### src/rtl/seq_divider16.sv
// Sequential unsigned restoring divider: one trial subtraction per clock, start/busy/done handshake.
// Optional SIGNED_DIV_EN macro: two's-complement operands with a FIXUP sign-correction state.
module seq_divider16 #(
    parameter int WIDTH = 16
) (
    input  logic             clk,
    input  logic             rst,
    input  logic             start,
    input  logic [WIDTH-1:0] dividend,
    input  logic [WIDTH-1:0] divisor,
    output logic             busy,
    output logic             done,
    output logic [WIDTH-1:0] quotient,
    output logic [WIDTH-1:0] remainder,
    output logic             div_by_zero
);
    localparam int CW = (WIDTH > 1) ? $clog2(WIDTH) : 1;
    localparam int XW = WIDTH + 2;

`ifdef SIGNED_DIV_EN
    typedef enum logic [1:0] {IDLE, RUN, FIXUP, DONE} state_t;
`else
    typedef enum logic [1:0] {IDLE, RUN, DONE} state_t;
`endif

    state_t           state_q, state_d;
    logic [CW-1:0]    count_q, count_d;
    logic [WIDTH:0]   partial_q, partial_d;
    logic [WIDTH-1:0] shift_q, shift_d;     // dividend bits leave at the MSB, quotient bits enter at the LSB
    logic [WIDTH-1:0] divisor_q, divisor_d;
    logic [WIDTH-1:0] quotient_q, quotient_d;
    logic [WIDTH-1:0] remainder_q, remainder_d;
    logic             dbz_q, dbz_d;
`ifdef SIGNED_DIV_EN
    logic             neg_quo_q, neg_quo_d;
    logic             neg_rem_q, neg_rem_d;
`endif

    logic [WIDTH-1:0] dvd_mag;
    logic [WIDTH-1:0] dvs_mag;
    logic [WIDTH:0]   shifted;
    logic [WIDTH:0]   trial;
    logic             carry;
    logic [WIDTH:0]   step_partial;
    logic [WIDTH-1:0] step_shift;
    logic             last_step;

`ifdef SIGNED_DIV_EN
    assign dvd_mag = dividend[WIDTH-1] ? (~dividend + 1'b1) : dividend;
    assign dvs_mag = divisor[WIDTH-1]  ? (~divisor + 1'b1)  : divisor;
`else
    assign dvd_mag = dividend;
    assign dvs_mag = divisor;
`endif

    // Trial subtraction as an add of the inverted divisor with carry-in; carry-out set means no borrow.
    assign shifted = {partial_q[WIDTH-1:0], shift_q[WIDTH-1]};
    assign {carry, trial} = {1'b0, shifted} + {2'b01, ~divisor_q} + XW'(1);

    assign step_partial = carry ? trial : shifted;
    assign step_shift   = {shift_q[WIDTH-2:0], carry};
    assign last_step    = (count_q == CW'(WIDTH - 1));

    always_comb begin
        state_d     = state_q;
        count_d     = count_q;
        partial_d   = partial_q;
        shift_d     = shift_q;
        divisor_d   = divisor_q;
        quotient_d  = quotient_q;
        remainder_d = remainder_q;
        dbz_d       = dbz_q;
`ifdef SIGNED_DIV_EN
        neg_quo_d   = neg_quo_q;
        neg_rem_d   = neg_rem_q;
`endif
        case (state_q)
            IDLE: begin
                if (start) begin
                    if (divisor == '0) begin
                        quotient_d  = '1;
                        remainder_d = dividend;
                        dbz_d       = 1'b1;
                        state_d     = DONE;
                    end else begin
                        shift_d   = dvd_mag;
                        divisor_d = dvs_mag;
                        partial_d = '0;
                        count_d   = '0;
`ifdef SIGNED_DIV_EN
                        neg_quo_d = dividend[WIDTH-1] ^ divisor[WIDTH-1];
                        neg_rem_d = dividend[WIDTH-1];
`endif
                        state_d   = RUN;
                    end
                end
            end
            RUN: begin
                partial_d = step_partial;
                shift_d   = step_shift;
                count_d   = count_q + 1'b1;
                if (last_step) begin
`ifdef SIGNED_DIV_EN
                    state_d     = FIXUP;
`else
                    quotient_d  = step_shift;
                    remainder_d = step_partial[WIDTH-1:0];
                    state_d     = DONE;
`endif
                end
            end
`ifdef SIGNED_DIV_EN
            FIXUP: begin
                quotient_d  = neg_quo_q ? (~shift_q + 1'b1) : shift_q;
                remainder_d = neg_rem_q ? (~partial_q[WIDTH-1:0] + 1'b1) : partial_q[WIDTH-1:0];
                state_d     = DONE;
            end
`endif
            DONE: begin
                dbz_d   = 1'b0;
                state_d = IDLE;
            end
            default: state_d = IDLE;
        endcase
    end

    always_ff @(posedge clk) begin
        if (rst) begin
            state_q     <= IDLE;
            count_q     <= '0;
            partial_q   <= '0;
            shift_q     <= '0;
            divisor_q   <= '0;
            quotient_q  <= '0;
            remainder_q <= '0;
            dbz_q       <= 1'b0;
`ifdef SIGNED_DIV_EN
            neg_quo_q   <= 1'b0;
            neg_rem_q   <= 1'b0;
`endif
        end else begin
            state_q     <= state_d;
            count_q     <= count_d;
            partial_q   <= partial_d;
            shift_q     <= shift_d;
            divisor_q   <= divisor_d;
            quotient_q  <= quotient_d;
            remainder_q <= remainder_d;
            dbz_q       <= dbz_d;
`ifdef SIGNED_DIV_EN
            neg_quo_q   <= neg_quo_d;
            neg_rem_q   <= neg_rem_d;
`endif
        end
    end

    // The partial remainder always stays below the divisor, so its extra top bit never sets.
    assert property (@(posedge clk) disable iff (rst) (partial_q[WIDTH] == 1'b0));

`ifdef SIGNED_DIV_EN
    assign busy = (state_q == RUN) || (state_q == FIXUP);
`else
    assign busy = (state_q == RUN);
`endif
    assign done        = (state_q == DONE);
    assign quotient    = quotient_q;
    assign remainder   = remainder_q;
    assign div_by_zero = dbz_q;

endmodule
### config.mk
export PLATFORM = sky130hd
export DESIGN_NAME = seq_divider16
export DESIGN_NICKNAME = d
export VERILOG_FILES = /design/src/rtl/seq_divider16.sv
export SDC_FILE = /design/constraint.sdc
export NUM_CORES = 1
export LEC_CHECK = 0
export BUFFER_PORTS_ARGS = -buffer_cell sky130_fd_sc_hd__buf_2
export CAP_MARGIN = 20
export CORE_ASPECT_RATIO = 0.7
export CORE_MARGIN = 3
export CORE_UTILIZATION = 30
export CTS_CLUSTER_DIAMETER = 150
export DETAILED_ROUTE_END_ITERATION = 6
export SLEW_MARGIN = 15
export SYNTH_ARGS = -nofsm -noshare
export SYNTH_HDL_FRONTEND = slang
export SYNTH_SLANG_ARGS = --single-unit
### constraint.sdc
create_clock -name clk -period 3.8 [get_ports clk]
set_clock_uncertainty 0.15 [all_clocks]
set_input_delay 0.19 -clock clk [delete_from_list [all_inputs] [get_ports clk]]
set_output_delay 0.19 -clock clk [all_outputs]
set_load 0.02 [all_outputs]
# Word-level counts from Yosys, hierarchy flattened
# Cells that the tools add are included.
[word_totals]
word_cells = 54
regBits = 87
out_inout_bits = 35
[op_classes]
n_bitwise = 2
muxes = 25
n_eq_ne = 7
n_reduce_logical = 9
n_addsub = 3
[ops]
columns = ["cell", "count"]
rows = [
  ["$mux W16", 11],
  ["$pmux W16 S2", 4],
  ["$add A17 B17 Y18", 1],
  ["$add A18 B1 Y18 const B", 1],
  ["$logic_not A16 Y1", 1],
  ["$not A16 Y16", 1],
  ["$reduce_and A3 Y1", 3],
  ["$mux W4", 2],
  ["$pmux W4 S2", 1],
  ["$mux W2", 3],
  ["$ne A2 B2 Y1 const B", 3],
  ["$add A4 B1 Y4 const B", 1],
  ["$eq A4 B4 Y1 const B", 1],
  ["$pmux W2 S2", 1],
  ["$reduce_and A4 Y1", 1],
  ["$reduce_bool A2 Y1", 2],
  ["$eq A2 B1 Y1 const B", 1],
  ["$eq A2 B2 Y1 const B", 1],
  ["$logic_not A2 Y1", 1],
  ["$mux W1", 2],
  ["$ne A2 B1 Y1 const B", 1],
  ["$pmux W1 S2", 1],
  ["$reduce_and A2 Y1", 1],
  ["$not A1 Y1", 1],
]

# Longest topological paths before layout
# Gate-level depths: netlist of run 1.
[depth]
depth_word = 6
depth_mapped = 10
depth_no_buf = 10

# Least setup slack after synthesis of run 1
# Ideal clock, no wire load.
[synth_path]
path_type = "register -> register"
start = "reg divisor_q[10]"
end = "reg partial_q[10]"
slack_ns = 1.347
t_arrival_ns = 2.176
setup_ns = 0.127
stages_incl_launch_ff = 11
cell_sequence = "dfxtp_1 -> inv_1 -> ha_1 -> buf_2 -> a21oi_1 -> o211ai_1 -> a311oi_2 -> nand2_1 -> buf_4 -> mux2i_1 -> o21ai_0"
[synth_via]
elab_chain_cells = 5
[synth_lines]
columns = ["item", "line", "rtl"]
rows = [
  ["start, declared", "30", "logic [WIDTH-1:0] divisor_q, divisor_d;"],
  ["start signal, assigned", "146", "divisor_q <= divisor_d;"],
  ["$not A16 Y16", "58", "assign {carry, trial} = {1'b0, shifted} + {2'b01, ~divisor_q} + XW'(1);"],
  ["$add A17 B17 Y18", "58", ""],
  ["$add A18 B1 Y18", "58", ""],
  ["$mux W16", "60", "assign step_partial = carry ? trial : shifted;"],
  ["$pmux W16 S2", "77", "case (state_q)"],
  ["end signal, assigned", "144", "partial_q <= partial_d;"],
  ["end, declared", "28", "logic [WIDTH:0] partial_q, partial_d;"],
]
# Every way passes these cells.
# A chain may end at the register's enable or synchronous reset.

# Worst setup path after layout of run 1
[layout_path]
start = "reg partial_q[11]"
end = "reg remainder_q[0] (netlist: remainder[0])"
[layout_via]
elab_chain_cells = 5
[layout_lines]
columns = ["item", "line", "rtl"]
rows = [
  ["$add A17 B17 Y18", "58", ""],
  ["$add A18 B1 Y18", "58", ""],
  ["$mux W16", "60", ""],
  ["$mux W16", "102", "if (last_step) begin"],
  ["$pmux W16 S2", "77", ""],
  ["end signal, assigned", "148", "remainder_q <= remainder_d;"],
  ["end, declared", "32", "logic [WIDTH-1:0] remainder_q, remainder_d;"],
]
# Every way passes these cells. The select of a mux whose other input is x is not followed.

==> metrics.log, run 1 <==
[metrics] outcome: finished, final reports clean
[metrics] Post-synth EDFFs: 0
[metrics] wire length per cell after detailed routing: 16.8 microns
[metrics] DR DRC count: 0
[metrics] first-pass GRT wire length: 21.7 mm
[metrics] core utilization of the finished layout: 38.7%
[metrics] largest cells by area after synthesis: sky130_fd_sc_hd__dfxtp_1, sky130_fd_sc_hd__nand2_1, sky130_fd_sc_hd__a21oi_1, sky130_fd_sc_hd__ha_1, sky130_fd_sc_hd__o221a_2
[metrics] Worst setup EP type: flip-flop
[metrics] routed metal-1 wire length: 7.13 mm
[metrics] die height: 108 microns
[metrics] Syn Nets: 581
[metrics] final worst path period need: 3100 ps
[metrics] Pins Over Slew Limit: 0
[metrics] Yosys warnings: 0
[metrics] period utilisation layout: 81.7%
[metrics] Post-layout nets: 657
[metrics] R2R Path Start: partial_q[11]$_SDFFE_PP0P_
[metrics] worst endpoint data arrival time: 3240 ps
[metrics] initial core utilization: 31.4%
[metrics] final-layout setup total negative slack: 0 ps
[metrics] later-pin clock latency in the skew report: 340 ps
[metrics] Iter 0 DRT Violations: 370
[metrics] flop and latch count out of synthesis: 87
[metrics] width of the die: 152 microns
[metrics] met3 layer wire length in the routed design: 890 microns
[metrics] most frequent cells after synthesis: sky130_fd_sc_hd__nand2_1, sky130_fd_sc_hd__dfxtp_1, sky130_fd_sc_hd__a21oi_1
[metrics] IR drop worst, VDD: 0.473 mV
[metrics] slew at the pin closest to its max-slew limit: 802 ps
[metrics] Clock H-tree levels: 3
[metrics] most area-hungry cell type in the Yosys netlist: sky130_fd_sc_hd__dfxtp_1
[metrics] number of clock sinks: 87
[metrics] Max Clock Freq: 322 MHz
[metrics] final number of setup-violating endpoints: 0
[metrics] sum of routed wire length over all layers: 13.4 mm
[metrics] number of antenna violations at the first check in global routing: 0
[metrics] maximum number of pins on one net before global-route repair: 34
[metrics] classification of the worst-slack hold path: input pin to flip-flop
[metrics] cell with the most instances after synthesis: sky130_fd_sc_hd__nand2_1
[metrics] number of clock buffers inserted by TritonCTS: 9
[metrics] max-cap violation count: 0
[metrics] die footprint: 16,400 sq um
[metrics] CTS-repair resized insts: 0
[metrics] count of unique library cells instantiated by Yosys: 63
[metrics] startpoint of the worst hold path: dividend[10]
[metrics] half-perimeter wire length after placement: 10.1 mm
[metrics] synthesized area per cell: 8.46 sq um
[metrics] CTS clk-pin slew, worst paths: 70 ps
[metrics] Overflow after GRT: 0
[metrics] flip-flop cell with the highest count after synthesis: sky130_fd_sc_hd__dfxtp_1
[metrics] uppermost signal routing layer after detailed routing: met4
[metrics] required time of the worst setup path: 3940 ps
[metrics] Crit Path Max Fanout: 14
[metrics] routed wl met2: 5.33 mm
[metrics] Setup crit start kind: flip-flop
[metrics] type of the worst setup path: flip-flop to flip-flop
[metrics] total standard cell area after synthesis: 4470 sq um
[metrics] proportion of netlist area held by the largest area contributor: 39.0%
[metrics] total number of placement rows: 36
[metrics] Antenna Cells: 0
[metrics] drt via density: 5.52
[metrics] launch point of the worst path: partial_q[11]$_SDFFE_PP0P_
[metrics] final hold viol count: 0
[metrics] post-synthesis async set-or-reset flop share: 0%
[metrics] Clock Root Buffer: sky130_fd_sc_hd__clkbuf_16
[metrics] setup repair after global routing missed its margin: false
[metrics] CTS tree: built
[metrics] Layout area overhead: 23.3%
[metrics] final weighted congestion in routability-driven placement: 0.857
[metrics] Port Buffer Count: 69
[metrics] via count of the first global-routing pass: 3,945
[metrics] normalized max-slew margin: 46.2%
[metrics] number of placed I/O pins: 70
[metrics] All-Layer GR Usage: 16.4%
[metrics] share of synthesized area occupied by flip-flops and latches: 39.0%
[metrics] Power Density: 727 nW/um^2
[metrics] Routed Antenna Nets: 0
[metrics] count of TritonRoute iterations in the first routing pass: 5
[metrics] leakage power summed over all cells: 0.00227 uW
[metrics] Core Region: 14,200 sq um
[metrics] instance count of the mapped netlist: 528
[metrics] fraction of final layout cells sized beyond drive strength 1: 20.7%
[metrics] number of setup buffers added after CTS: 0
[metrics] Longest Clk Path Bufs: 2
[metrics] via count of the routed design: 4,412
area by class of cell:
class / count / area, sq um
clock buffer: 10 / 239
clock inverter: 6 / 115
fill: 1475 / 8730
inverter: 28 / 105
multi-input combinational: 382 / 2480
sequential: 87 / 1740
tap: 190 / 238
timing repair buffer: 96 / 593
through the flow:
stage	power (uW)	cell area (sq um)	worst slack (ps)	hold slack, ps	std cells
2_1_floorplan	2490	4470	1350	176	528
3_3_place_gp	2890	4970	881	290	765
3_5_place_dp	2910	4970	774	297	765
4_1_cts	3980	5510	758	1.84	799
5_1_grt	4290	5510	435	12.8	799
6_report	4010	5510	696	5.12	799
state kept, by name, summed over array words and instances, names as in the netlist:
register,flops
remainder,16
partial_q,16
div_by_zero,1
quotient,16
count_q,4
divisor_q,16
state_q,2
shift_q,16
worst max-delay path: stages (launching register included):
cell,delay [ps]
sky130_fd_sc_hd__dfxtp_1,350
sky130_fd_sc_hd__ha_1,390
sky130_fd_sc_hd__a21oi_1,300
sky130_fd_sc_hd__o211ai_1,220
sky130_fd_sc_hd__a311oi_2,580
sky130_fd_sc_hd__nand2_1,490
sky130_fd_sc_hd__a211oi_1,360
sky130_fd_sc_hd__o221a_2,210
what timing repair did:
action / CTS / global route
endpoints found under the setup margin: 0 / 0
endpoints found under the hold margin: 20 / 0
hold buffers: 18 / 0
final timing paths:
check,to,slack (ps),cells after the start
hold reg to reg,divisor_q[2]$_SDFFE_PP0P_,300,2
setup / recovery,remainder[0]$_SDFFE_PP0P_,700,7
hold / removal,shift_q[10]$_SDFFE_PP0P_,5,3
setup reg to reg,remainder[0]$_SDFFE_PP0P_,700,7
logic make-up after synthesis:
family	synth area share [%]
simple gates	17.5
compound gates	29.6
xor+xnor	1.96
flops	39.0
fa+ha+maj	5.21
buf+inv	5.66
mux	1.12
power by group:
| group | switching (uW) | internal (uW) | total [uW] |
|---|---|---|---|
| registers | 88.3 | 997 | 1090 |
| clock network | 384 | 666 | 1050 |
| logic | 1190 | 683 | 1870 |
layer usage:
layer / global-route usage (%) / up-vias
met2: 22.2 / 169
met3: 3.72 / 9
met1: 25.9 / 2112
met4: 3.21 / 0
met5: 0 / -
li1: - / 2122
cells in the final DEF, fill, tap and decap left out, types with 15 or more instances in the layout:
| master | instances |
|---|---|
| sky130_fd_sc_hd__dfxtp_1 | 87 |
| sky130_fd_sc_hd__buf_2 | 69 |
| sky130_fd_sc_hd__a21oi_1 | 45 |
| sky130_fd_sc_hd__ha_1 | 17 |
| sky130_fd_sc_hd__o221a_2 | 16 |
| sky130_fd_sc_hd__a311oi_1 | 15 |
| sky130_fd_sc_hd__nand2_1 | 91 |
| sky130_fd_sc_hd__nor2_1 | 29 |
| sky130_fd_sc_hd__inv_1 | 26 |
| sky130_fd_sc_hd__o21ai_0 | 23 |
| sky130_fd_sc_hd__dlygate4sd3_1 | 18 |
No activity file was read; power rests on OpenSTA's default activity.
==> run 2: changes to the inputs <==
==> constraint.sdc (replaced) <==
create_clock -name clk -period 2.54 [get_ports clk]
set_clock_uncertainty 0.15 [all_clocks]
set_input_delay 0.127 -clock clk [delete_from_list [all_inputs] [get_ports clk]]
set_output_delay 0.127 -clock clk [all_outputs]
set_load 0.02 [all_outputs]
==> run 2 against run 1 <==
  * The flow now finishes with violations (negative hold slack)
  * Sequential share of layout area down 4.3 points
  * Non-clock buffer count up 71
  * Critical path type unchanged
  * Total power up 91%
  * Clock power up 39%
  * Die area unchanged
  * Via count up 6.1%
  * Global-route usage up 1.3 points
  * Setup slack worse by 640 ps
==> metrics.log, run 2 (same netlist as run 1, synthesis figures left out) <==
[metrics] final cell count without fillers: 871
[metrics] initial core utilization: 31.4%
[metrics] period utilisation layout: 97.6%
[metrics] Setup crit start kind: flip-flop
[metrics] max-cap violation count: 0
[metrics] sum of routed wire length over all layers: 15.3 mm
[metrics] via count of the first global-routing pass: 4,427
[metrics] post-place instance area: 5350 sq um
[metrics] die height: 108 microns
[metrics] type of the worst setup path: flip-flop to flip-flop
[metrics] maximum number of pins on one net before global-route repair: 37
[metrics] die footprint: 16,400 sq um
[metrics] Clock H-tree levels: 3
[metrics] Core Region: 14,200 sq um
[metrics] launch point of the worst path: divisor_q[6]$_SDFFE_PP0P_
[metrics] Max Clock Freq: 403 MHz
[metrics] slew at the pin closest to its max-slew limit: 688 ps
[metrics] All-Layer GR Usage: 17.6%
[metrics] Pins Over Slew Limit: 0
[metrics] final number of setup-violating endpoints: 0
[metrics] Clock Root Buffer: sky130_fd_sc_hd__clkbuf_16
[metrics] Worst R2R Setup Slack: 60 ps
[metrics] R2R cell count: 11
[metrics] Layout area overhead: 43.3%
[metrics] setup repair after global routing missed its margin: true
[metrics] final weighted congestion in routability-driven placement: 0.894
[metrics] normalized max-slew margin: 53.9%
[metrics] Worst setup EP type: flip-flop
[metrics] final worst path period need: 2480 ps
[metrics] count of TritonRoute iterations in the first routing pass: 5
[metrics] fraction of final layout cells sized beyond drive strength 1: 34.1%
[metrics] required time of the worst setup path: 2640 ps
[metrics] Port Buffer Count: 69
[metrics] outcome: complete, but fails checks
[metrics] total number of placement rows: 36
[metrics] number of antenna violations at the first check in global routing: 0
[metrics] Iter 0 DRT Violations: 383
[metrics] CTS clk-pin slew, worst paths: 70 ps
[metrics] Filler Cells Inserted: 1,400
[metrics] startpoint of the worst hold path: divisor[11]
[metrics] worst endpoint data arrival time: 2580 ps
[metrics] R2R Path Start: divisor_q[6]$_SDFFE_PP0P_
[metrics] number of clock buffers inserted by TritonCTS: 9
[metrics] violated checks: negative hold slack
[metrics] final-layout worst hold slack: -7.29 ps
[metrics] width of the die: 152 microns
[metrics] via count of the routed design: 4,683
[metrics] Longest Clk Path Bufs: 2
[metrics] Power Density: 1200 nW/um^2
[metrics] final std cell area, no fill: 6400 sq um
[metrics] final hold viol count: 1
[metrics] number of clock sinks: 87
[metrics] cell count after placement: 814
[metrics] wire length per cell after detailed routing: 17.6 microns
[metrics] later-pin clock latency in the skew report: 350 ps
[metrics] CTS tree: built
[metrics] IR drop worst, VDD: 0.740 mV
[metrics] first-pass GRT wire length: 23.4 mm
[metrics] number of placed I/O pins: 70
[metrics] most common cell after layout, fill and taps aside: sky130_fd_sc_hd__nand2_1
[metrics] highest-count cells in the layout ignoring fill and taps: sky130_fd_sc_hd__nand2_1, sky130_fd_sc_hd__dfxtp_1, sky130_fd_sc_hd__buf_2, sky130_fd_sc_hd__buf_4, sky130_fd_sc_hd__a21oi_1
[metrics] Routed Antenna Nets: 0
[metrics] half-perimeter wire length after placement: 11.0 mm
[metrics] Crit Path Max Fanout: 7
[metrics] classification of the worst-slack hold path: input pin to flip-flop
[metrics] DR DRC count: 0
[metrics] end of the worst register-to-register path: remainder[7]$_SDFFE_PP0P_
[metrics] Overflow after GRT: 0
[metrics] endpoint of the most critical setup path: remainder[7]$_SDFFE_PP0P_
[metrics] leakage power summed over all cells: 0.00264 uW
[metrics] drt via density: 5.38
[metrics] Post-layout nets: 728
[run 2: area by class of cell]
| type | instances | area, sq um | share of cell area (%) |
|---|---|---|---|
| Inverter | 28 | 105 | 1.64 |
| Clock buffer | 10 | 229 | 3.58 |
| Antenna cell | 1 | 2.50 | 0.0391 |
| Tap cell | 190 | 238 | 3.71 |
| Timing Repair Buffer | 167 | 1200 | 18.8 |
| Multi-Input combinational cell | 382 | 2780 | 43.5 |
| Sequential cell | 87 | 1750 | 27.3 |
| Clock inverter | 6 | 92.6 | 1.45 |
[run 2: per-layer routing]
layer / global-route usage, % / part of all wire (%)
met1: 26.9 / 50
met2: 25.4 / 43
met3: 3.96 / 7.1
met4: 3.34 / 0.50
met5: 0 / 0
[run 2: worst min-delay path by stage]
stage,endpoint,depth (start not counted),slack [ps]
floorplan,divisor_q[10]$_SDFFE_PP0P_,2,110
global placement,partial_q[3]$_SDFFE_PP0P_,2,240
detailed placement,partial_q[3]$_SDFFE_PP0P_,2,240
CTS,divisor_q[11]$_SDFFE_PP0P_,3,10
global route,divisor_q[11]$_SDFFE_PP0P_,3,30
finish,divisor_q[11]$_SDFFE_PP0P_,3,-7
[run 2: report_power, final]
| group | switching (uW) | internal, uW |
|---|---|---|
| clock | 587 | 870 |
| sequential | 159 | 1490 |
| combinational | 2410 | 2150 |
[run 2: worst max-delay path, cell delays in order, from the launching register on]
cell and delay, ps:
sky130_fd_sc_hd__dfxtp_2 340, sky130_fd_sc_hd__inv_2 40, sky130_fd_sc_hd__ha_4 210, sky130_fd_sc_hd__buf_6 130, sky130_fd_sc_hd__a21oi_4 150, sky130_fd_sc_hd__o22ai_2 110
sky130_fd_sc_hd__buf_4 150, sky130_fd_sc_hd__o31a_1 320, sky130_fd_sc_hd__nor2_4 270, sky130_fd_sc_hd__buf_4 170, sky130_fd_sc_hd__nor3_1 50, sky130_fd_sc_hd__o41ai_2 290
[run 2: through the flow]
stage          TNS, ps  setup WS (ps)  utilization [%]  power, uW
2_1_floorplan        0           87.5                -       3730
3_3_place_gp      -267          -78.2             37.6       5200
3_5_place_dp      -232          -74.4             37.6       5240
4_1_cts              0           19.0             42.4       6930
5_1_grt          -49.2          -26.5             45.0       8090
6_report             0           60.5             45.0       7670
[run 2: timing repair]
item / in CTS / in global routing
cloned: 0 / 2
setup endpoints to repair: 13 / 42
gates resized for setup: 9 / 58
hold buffers: 31 / 0
pin swaps: 2 / 21
hold endpoints to repair: 37 / 0
buffers inserted: 1 / 6
==> run 3: changes to the inputs <==
==> constraint.sdc (replaced) <==
create_clock -name clk -period 2.9 [get_ports clk]
set_clock_uncertainty 0.15 [all_clocks]
set_input_delay 0.145 -clock clk [delete_from_list [all_inputs] [get_ports clk]]
set_output_delay 0.145 -clock clk [all_outputs]
set_load 0.02 [all_outputs]
==> run 3 against run 2 <==
  * The flow now finishes without violations
  * Combinational power fell by 39%
  * Routed wire length is 10% lower
  * Non-clock buffer count is 44 lower
  * Utilization shrank 4.6 points
  * Via count is 5.2% lower
  * Total power decreased by 29%
  * Critical endpoint unchanged
==> metrics.log, run 3 (same netlist as run 1, synthesis figures left out) <==
[metrics] end of the worst register-to-register path: remainder[7]$_SDFFE_PP0P_
[metrics] die footprint: 16,400 sq um
[metrics] Setup crit start kind: flip-flop
[metrics] outcome: finished, final reports clean
[metrics] CTS clk-pin slew, worst paths: 60 ps
[metrics] Post-layout nets: 684
[metrics] first-pass GRT wire length: 22.1 mm
[metrics] count of TritonRoute iterations in the first routing pass: 5
[metrics] Antenna Cells: 0
[metrics] final worst path period need: 2740 ps
[metrics] total number of placement rows: 36
[metrics] highest-count cells in the layout ignoring fill and taps: sky130_fd_sc_hd__nand2_1, sky130_fd_sc_hd__dfxtp_1, sky130_fd_sc_hd__buf_2, sky130_fd_sc_hd__a21oi_1
[metrics] Worst R2R Setup Slack: 160 ps
[metrics] via count of the first global-routing pass: 4,218
[metrics] sum of routed wire length over all layers: 13.8 mm
[metrics] type of the worst setup path: flip-flop to flip-flop
[metrics] Worst setup EP type: flip-flop
[metrics] die height: 108 microns
[metrics] width of the die: 152 microns
[metrics] half-perimeter wire length after placement: 10.5 mm
[metrics] DR DRC count: 0
[metrics] final-layout worst hold slack: 29.9 ps
[metrics] Layout area overhead: 28.6%
[metrics] All-Layer GR Usage: 16.7%
[metrics] Routed Antenna Nets: 0
[metrics] number of clock buffers inserted by TritonCTS: 9
[metrics] final number of setup-violating endpoints: 0
[metrics] R2R cell count: 9
[metrics] worst-case hold path end point: divisor_q[14]$_SDFFE_PP0P_
[metrics] leakage power summed over all cells: 0.00237 uW
[metrics] cell count after placement: 778
[metrics] Crit Path Max Fanout: 8
[metrics] Core Region: 14,200 sq um
[metrics] Iter 0 DRT Violations: 356
[metrics] startpoint of the worst hold path: divisor[14]
[metrics] Clock Root Buffer: sky130_fd_sc_hd__clkbuf_16
[metrics] number of clock sinks: 87
[metrics] wire length per cell after detailed routing: 16.7 microns
[metrics] maximum number of pins on one net before global-route repair: 34
[metrics] final cell count without fillers: 826
[metrics] Power Density: 943 nW/um^2
[metrics] classification of the worst-slack hold path: input pin to flip-flop
[metrics] period utilisation layout: 94.4%
[metrics] placement-stage worst setup slack: 77.3 ps
[metrics] drt via density: 5.37
[metrics] Worst Setup Slack, final: 163 ps
[metrics] Pins Over Slew Limit: 0
[metrics] initial core utilization: 31.4%
[metrics] fraction of final layout cells sized beyond drive strength 1: 23.4%
[metrics] final hold viol count: 0
[metrics] later-pin clock latency in the skew report: 340 ps
[metrics] worst endpoint data arrival time: 2830 ps
[metrics] Longest Clk Path Bufs: 2
[metrics] Overflow after GRT: 0
[metrics] slew at the pin closest to its max-slew limit: 946 ps
[metrics] via count of the routed design: 4,439
[metrics] CTS tree: built
[metrics] Max Clock Freq: 365 MHz
[metrics] Port Buffer Count: 69
[metrics] number of placed I/O pins: 70
[metrics] total power: 5420 uW
[metrics] IR drop worst, VDD: 0.449 mV
[metrics] normalized max-slew margin: 36.8%
[metrics] number of cells traversed by the worst hold path: 3
[metrics] max-cap violation count: 0
[metrics] Clock H-tree levels: 3
[metrics] final weighted congestion in routability-driven placement: 0.873
[metrics] number of antenna violations at the first check in global routing: 0
[metrics] most common cell after layout, fill and taps aside: sky130_fd_sc_hd__nand2_1
[metrics] required time of the worst setup path: 3000 ps
[metrics] R2R Path Start: divisor_q[12]$_SDFFE_PP0P_
## run 3: changes by cell type in the layout (fill, tap and decap cells not counted), moves of 4 or more
cell	change
sky130_fd_sc_hd__ha_4	-9
sky130_fd_sc_hd__dfxtp_1	+7
sky130_fd_sc_hd__a21oi_1	+4
sky130_fd_sc_hd__buf_4	-36
sky130_fd_sc_hd__buf_6	-4
sky130_fd_sc_hd__inv_2	-4
sky130_fd_sc_hd__inv_1	+4
sky130_fd_sc_hd__ha_1	+9
sky130_fd_sc_hd__dfxtp_2	-7
## run 3: how the worst max path moves through the flow
| stage | end | slack [ps] | start |
|---|---|---|---|
| floorplan | partial_q[10]$_SDFFE_PP0P_ | 450 | divisor_q[10]$_SDFFE_PP0P_ |
| global placement | remainder[7]$_SDFFE_PP0P_ | 160 | divisor_q[12]$_SDFFE_PP0P_ |
| detailed placement | remainder[7]$_SDFFE_PP0P_ | 80 | partial_q[5]$_SDFFE_PP0P_ |
| CTS | remainder[1]$_SDFFE_PP0P_ | 40 | divisor_q[6]$_SDFFE_PP0P_ |
| global route | shift_q[0]$_SDFFE_PP0P_ | -20 | divisor_q[5]$_SDFFE_PP0P_ |
| finish | remainder[7]$_SDFFE_PP0P_ | 160 | divisor_q[12]$_SDFFE_PP0P_ |
## run 3: worst max-delay path, cell delays in order, from the launching register on
cell	delay (ps)
sky130_fd_sc_hd__dfxtp_1	350
sky130_fd_sc_hd__inv_1	60
sky130_fd_sc_hd__ha_1	380
sky130_fd_sc_hd__a21oi_2	280
sky130_fd_sc_hd__o211ai_1	180
sky130_fd_sc_hd__a311o_1	450
sky130_fd_sc_hd__nor2_2	220
sky130_fd_sc_hd__buf_4	200
sky130_fd_sc_hd__nor3_1	80
sky130_fd_sc_hd__o41ai_2	310
## run 3: timing repair
| action | CTS | global route |
|---|---|---|
| endpoints found under the setup margin | 0 | 29 |
| gates resized for setup | 0 | 8 |
| hold endpoints to repair | 34 | 0 |
| hold buffers | 29 | 0 |
| setup buffers | 0 | 3 |
## run 3: per-stage QoR
stage                     area, sq um  util [%]  TNS (ps)
after floorplan                  4470         -         0
after global placement           5070      35.6         0
after detailed placement         5070      35.6         0
after CTS                        5670      39.8         0
after global routing             5740      40.4     -18.6
final                            5740      40.4         0
## run 3: area by class of cell
class	count	area, sq um
Fill cell	1444	8490
Tap cell	190	238
Clock buffer	9	225
Sequential cell	87	1740
Inverter	28	105
Clock inverter	7	78.8
Timing Repair Buffer	123	836
Multi-Input combinational cell	382	2520
## run 3: power by group
part           internal [uW]  leakage [uW]  switching (uW)
combinational           1120       0.00152            1680
clock                    675      0.000139             515
sequential              1310      0.000708             124
total                   3100       0.00237            2320
## run 3: routing by layer
metal / up-vias / track usage, % / wire [microns]
met2: 136 / 24.1 / 5610
li1: 2169 / - / -
met4: 0 / 3.53 / 110
met1: 2124 / 25.6 / 7280
met5: - / 0 / 0
met3: 10 / 3.20 / 770
